===== src/rtl/accum_operand_streamer.sv =====
// Streams a contiguous run of operands from a synchronous-read memory to the
// accumulator over valid/ready/last, hiding the read latency behind a 2-entry FIFO.
module accum_operand_streamer #(
    parameter int ADDR_W = 8,
    parameter int DATA_W = 8,
    parameter int LEN_W  = ADDR_W + 1
) (
    input  logic              clk,
    input  logic              rst_n,
    input  logic              start,
    input  logic [ADDR_W-1:0] base_addr,
    input  logic [LEN_W-1:0]  length,
    output logic              busy,
    output logic              done,
    output logic              mem_rd_en,
    output logic [ADDR_W-1:0] mem_addr,
    input  logic [DATA_W-1:0] mem_rd_data,
    output logic              out_valid,
    input  logic              out_ready,
    output logic [DATA_W-1:0] out_data,
    output logic              out_last
);

    typedef enum logic [1:0] {
        IDLE   = 2'd0,
        RUN    = 2'd1,
        FINISH = 2'd2
    } state_t;

    state_t            state_reg, state_next;
    logic              load;
    logic [ADDR_W-1:0] base_reg;
    logic [LEN_W-1:0]  len_reg;
    logic [LEN_W-1:0]  issued_reg;
    logic [LEN_W-1:0]  received_reg;
    logic              inflight_reg;

    logic [1:0]        count_reg;
    logic              wr_ptr_reg;
    logic              rd_ptr_reg;
    logic [DATA_W-1:0] fifo_data_reg [2];
    logic              fifo_last_reg [2];

    logic              push;
    logic              pop;
    logic [2:0]        occ_after_pop;

    assign push = inflight_reg;
    assign pop  = out_valid & out_ready;

    // Entries held or already requested, less the one leaving this cycle;
    // a new read is only safe if it still leaves room for its data.
    assign occ_after_pop = {1'b0, count_reg} + {2'b00, inflight_reg} - {2'b00, pop};

    assign mem_rd_en = (state_reg == RUN) && (issued_reg < len_reg) && (occ_after_pop < 3'd2);
    assign mem_addr  = base_reg + issued_reg[ADDR_W-1:0];

    assign out_valid = (count_reg != 2'd0);
    assign out_data  = fifo_data_reg[rd_ptr_reg];
    assign out_last  = out_valid & fifo_last_reg[rd_ptr_reg];

    assign busy = (state_reg == RUN);
    assign done = (state_reg == FINISH);

    always_comb begin
        state_next = state_reg;
        load       = 1'b0;
        case (state_reg)
            IDLE: begin
                if (start) begin
                    load       = 1'b1;
                    state_next = (length == '0) ? FINISH : RUN;
                end
            end
            RUN: begin
                if (pop && out_last) begin
                    state_next = FINISH;
                end
            end
            FINISH:  state_next = IDLE;
            default: state_next = IDLE;
        endcase
    end

    always_ff @(posedge clk or negedge rst_n) begin
        if (!rst_n) begin
            state_reg    <= IDLE;
            base_reg     <= '0;
            len_reg      <= '0;
            issued_reg   <= '0;
            received_reg <= '0;
            inflight_reg <= 1'b0;
        end else begin
            state_reg    <= state_next;
            inflight_reg <= mem_rd_en;
            if (load) begin
                base_reg     <= base_addr;
                len_reg      <= length;
                issued_reg   <= '0;
                received_reg <= '0;
            end else begin
                if (mem_rd_en) begin
                    issued_reg <= issued_reg + 1'b1;
                end
                if (push) begin
                    received_reg <= received_reg + 1'b1;
                end
            end
        end
    end

    // The last flag is decided at write time so it travels with its operand.
    always_ff @(posedge clk or negedge rst_n) begin
        if (!rst_n) begin
            count_reg  <= 2'd0;
            wr_ptr_reg <= 1'b0;
            rd_ptr_reg <= 1'b0;
            for (int i = 0; i < 2; i++) begin
                fifo_data_reg[i] <= '0;
                fifo_last_reg[i] <= 1'b0;
            end
        end else begin
            if (push) begin
                fifo_data_reg[wr_ptr_reg] <= mem_rd_data;
                fifo_last_reg[wr_ptr_reg] <= (received_reg == len_reg - 1'b1);
                wr_ptr_reg                <= ~wr_ptr_reg;
            end
            if (pop) begin
                rd_ptr_reg <= ~rd_ptr_reg;
            end
            count_reg <= count_reg + {1'b0, push} - {1'b0, pop};
        end
    end

endmodule

===== config.mk =====
export PLATFORM = sky130hd
export DESIGN_NAME = accum_operand_streamer
export DESIGN_NICKNAME = d
export VERILOG_FILES = /design/src/rtl/accum_operand_streamer.sv
export SDC_FILE = /design/constraint.sdc
export NUM_CORES = 1
export LEC_CHECK = 0
export ABC_AREA = 1
export ABC_CLOCK_PERIOD_IN_PS = 2670
export BUFFER_PORTS_ARGS = -buffer_cell sky130_fd_sc_hd__buf_2
export CAP_MARGIN = 25
export CORE_ASPECT_RATIO = 1.75
export CORE_MARGIN = 3
export CORE_UTILIZATION = 52
export DETAILED_ROUTE_END_ITERATION = 7
export PLACE_DENSITY = 0.75
export SYNTH_ARGS = -nofsm -noshare
export SYNTH_HDL_FRONTEND = slang
export SYNTH_SLANG_ARGS = --single-unit

===== constraint.sdc =====
create_clock -name clk -period 2.67 [get_ports clk]
set_clock_uncertainty 0.2 [all_clocks]
set_input_delay 0 -clock clk [delete_from_list [all_inputs] [get_ports clk]]
set_output_delay 0 -clock clk [all_outputs]
set_load 0.01 [all_outputs]

==> impl_metrics.env <==
export IMPL_unrepaired_setup_endpoints_after_global_routing="true"
export IMPL_final_antenna_net_count=0
export IMPL_largest_vdd_supply_drop_v=0.000860
export IMPL_hold_viol_final=0
export IMPL_worst_setup_hold_path_clk_slew_ps=60
export IMPL_max_slew_margin_rel_pct=59.1
export IMPL_number_of_flip_flops_in_the_largest_register=16
export IMPL_clockRootBuffer="sky130_fd_sc_hd__clkbuf_16"
export IMPL_wl_per_cell_um=14.5
export IMPL_final_layout_setup_total_negative_slack_ps=-80.6
export IMPL_detailroute_via_count=3496
export IMPL_timing_max_cap_violations=0
export IMPL_post_synth_mux_area_share_pct=0
export IMPL_grt_pass1_wl_um=16200
export IMPL_worstMarginPinSlew_ps=608
export IMPL_post_route_cells_drive_above_1_share_pct=21.8
export IMPL_number_of_global_route_vias_before_repair=3593
export IMPL_critPathRequiredTime_ps=2470
export IMPL_setup_viol_count_final=1
export IMPL_fin_worst_hold_slack_ps=16.9
export IMPL_worst_setup_path_end_kind="output port"
export IMPL_seq_total_area_yosys_pct=42.1
export IMPL_cpMostUsedCell="sky130_fd_sc_hd__inv_2"
export IMPL_area_growth_pct=35.6
export IMPL_timing_critical_path_fanout_max=2
export IMPL_floorplan_core_area_mm2=0.00659
export IMPL_synthSimpleGateAreaFrac_pct=28.3
export IMPL_initial_utilization_pct=54.1
export IMPL_layout_worst_path_cycle_share_pct=103
export IMPL_run_status="complete, but fails checks"
export IMPL_synth_avg_cell_area_um2=7.68
export IMPL_yosys_area_share_xor_xnor_pct=4.92
export IMPL_arrival_time_worst_endpoint_ps=2550
export IMPL_powerDensity_mw_per_mm2=1130
export IMPL_synth_top_family_by_area="simple AND/OR/NAND/NOR gates"
export IMPL_ys_types=28
export IMPL_num_nets_final=633
export IMPL_floorplan_die_width_um=68.6
export IMPL_floorplan_die_area_mm2=0.00792
export IMPL_layout_area_seq_mm2=0.00150
export IMPL_worst_r2r_path_depth=17
export IMPL_grt_util_all_layers_pct=27.9
export IMPL_failed_checks="negative setup slack"
export IMPL_num_rows=39
export IMPL_number_of_iterations_in_the_first_detailed_routing_pass=4
export IMPL_synth_nets=515
export IMPL_fp_dieH_um=115
export IMPL_synthAdderAreaFrac_pct=8.15
export IMPL_max_freq_ghz=0.364
export IMPL_clock_latency_reported_for_the_late_side_of_the_worst_skew_pair_ps=340
export IMPL_crit_path_max_cell_delay_ps=410
export IMPL_clockBufferDepth=2
export IMPL_drt_initial_drc_count=261
export IMPL_cts_buffers_inserted=9
export IMPL_gr_ovfl_total=0
export IMPL_multi_input_combinational_cell_area_mm2=0.00182
export IMPL_num_clock_sinks=60
export IMPL_start_kind="flop"
export IMPL_dpl_hpwl_um=6220
export IMPL_cell_area_after_synthesis_mm2=0.00356
export IMPL_cpMaxStageDelayCell="sky130_fd_sc_hd__dfrtp_1"
export IMPL_final_min_clock_period_ps=2750
export IMPL_grt_antenna_before_repair=0
export IMPL_static_leakage_power_uw=0.00267
export IMPL_ys_seq_elements=60
export IMPL_finalWorstSetupSlack_ps=-80.6
export IMPL_htree_levels=3
export IMPL_compound_cell_area_share_of_the_yosys_netlist_pct=8.47
export IMPL_detail_route_vias_per_cell=5.23
export IMPL_tritoncts_clock_tree="done"
export IMPL_totalWireLength_um=9730
export IMPL_crit_chain="nor2_2 > inv_2 > nand2_2 > inv_2 > ha_4 > inv_2 > ha_4 > fa_2 > xnor2_2 > nor2_4 > nand4_4 > inv_2 > buf_6"
export IMPL_antennaDiodeCount=0
export IMPL_drt_drc_violations_left=0
export IMPL_io_pins=50
export IMPL_fillCellCount=467
export IMPL_synth_warnings=0
export IMPL_timing_worst_setup_path_type="reg -> out"
export IMPL_slew_viol_final=0
export IMPL_grt_max_degree=35
export IMPL_gp_congestion=0.835
export IMPL_syn_inst=464
export IMPL_min_delay_path_class="in -> async"
export IMPL_number_of_i_o_port_buffers=49
-- cell type report --
cell class / instances / area share (%)
repair buffers: 115 / 17.2
multi-input cells: 332 / 37.7
flip-flops and latches: 60 / 31.1
clock inverters: 3 / 1.42
well taps: 82 / 2.12
clock buffers: 13 / 5.39
inverters: 64 / 4.97
-- report_power, final --
| part | total, uW | switching, uW | leakage [uW] | internal [uW] |
|---|---|---|---|---|
| clock | 1290 | 421 | 0.000160 | 870 |
| combinational | 2620 | 1480 | 0.00175 | 1140 |
| sequential | 1540 | 294 | 0.000762 | 1250 |
| total | 5460 | 2200 | 0.00267 | 3260 |
-- stage by stage --
stage	power, uW	utilization (%)	cells	cell area, um2	setup WS (ps)
after floorplan	2930	-	464	3560	15.0
after global placement	3510	59.6	595	3920	114
after detailed placement	3600	59.6	595	3920	-10.7
after CTS	5280	73.0	668	4810	10.3
after global routing	5870	73.3	669	4830	-161
final	5460	73.3	669	4830	-80.6
-- cell usage after synthesis, drive strengths merged --
cell | n | share of area [%]
nand2 | 145 | 15
inv | 64 | 6.7
dfrtp | 60 | 42
nor2 | 40 | 4.8
o21ai | 36 | 5.1
nand3 | 30 | 4.5
ha | 20 | 7.0
a21oi | 15 | 2.2
xor2 | 14 | 3.4
nand4 | 13 | 2.5
xnor2 | 6 | 1.5
buf | 5 | 0.70
a21o | 3 | 0.63
clkbuf | 3 | 0.60
nor3 | 3 | 0.84
a31oi | 2 | 0.35
fa | 2 | 1.1
and3 | 1 | 0.18
nor4 | 1 | 0.18
o211ai | 1 | 0.21
-- worst max-delay path: cells and delay by family (launching register included) --
| family | cells | cell delay (ps) |
|---|---|---|
| xor gates and xnor gates | 1 | 160 |
| adders and majority gates | 3 | 770 |
| buffers and inverters | 5 | 410 |
| DFF | 1 | 410 |
| and+or+nand+nor | 4 | 460 |
-- cell families (layout without fill, tap and decap cells) --
kind of cell,count (synthesis),after routing
AOI/OAI and AO/OA,57,57
adders and majority gates,22,22
buffers and inverters,72,195
xor gates and xnor gates,20,20
and+or+nand+nor,233,233
DFF,60,60
-- routing by layer --
layer	vias to the layer above	part of all wire, %	GRT usage [%]
li1	1711	-	-
met5	-	0	0
met4	0	5.1	19.4
met3	41	4.6	6.60
met1	1632	37	28.7
met2	112	54	47.7
-- final timing paths --
path / start / endpoint / slack, ps
setup reg to reg: count_reg[0] / rd_ptr_reg / 30
max in group asynchronous: rst_n / fifo_data_reg[15] / 1910
setup / recovery: count_reg[0] / mem_rd_en / -80
min in group clk: base_addr[0] / base_reg[0] / 190
hold / removal: rst_n / len_reg[4] / 20
hold reg to reg: fifo_data_reg[14] / fifo_data_reg[14] / 280
-- timing repair --
| item | CTS | global route |
|---|---|---|
| pin swaps | 7 | 4 |
| hold endpoints to repair | 96 | 0 |
| hold buffers | 29 | 0 |
| cloned | 0 | 0 |
| buffers inserted | 28 | 3 |
| endpoints found under the setup margin | 6 | 13 |
| gates resized for setup | 11 | 7 |
-- cell usage in the layout, fill, tap and decap left out, types with 5 or more instances in the layout --
| master | instances |
|---|---|
| sky130_fd_sc_hd__nand2_1 | 144 |
| sky130_fd_sc_hd__dfrtp_1 | 59 |
| sky130_fd_sc_hd__inv_1 | 55 |
| sky130_fd_sc_hd__buf_2 | 47 |
| sky130_fd_sc_hd__o21ai_0 | 35 |
| sky130_fd_sc_hd__buf_4 | 35 |
| sky130_fd_sc_hd__nor2_1 | 34 |
| sky130_fd_sc_hd__dlygate4sd3_1 | 29 |
| sky130_fd_sc_hd__nand3_1 | 28 |
| sky130_fd_sc_hd__ha_1 | 18 |
| sky130_fd_sc_hd__a21oi_1 | 14 |
| sky130_fd_sc_hd__xor2_1 | 14 |
| sky130_fd_sc_hd__nand4_1 | 12 |
| sky130_fd_sc_hd__inv_2 | 9 |
| sky130_fd_sc_hd__clkbuf_16 | 9 |
| sky130_fd_sc_hd__xnor2_1 | 5 |
No activity file was read; power rests on OpenSTA's default activity.
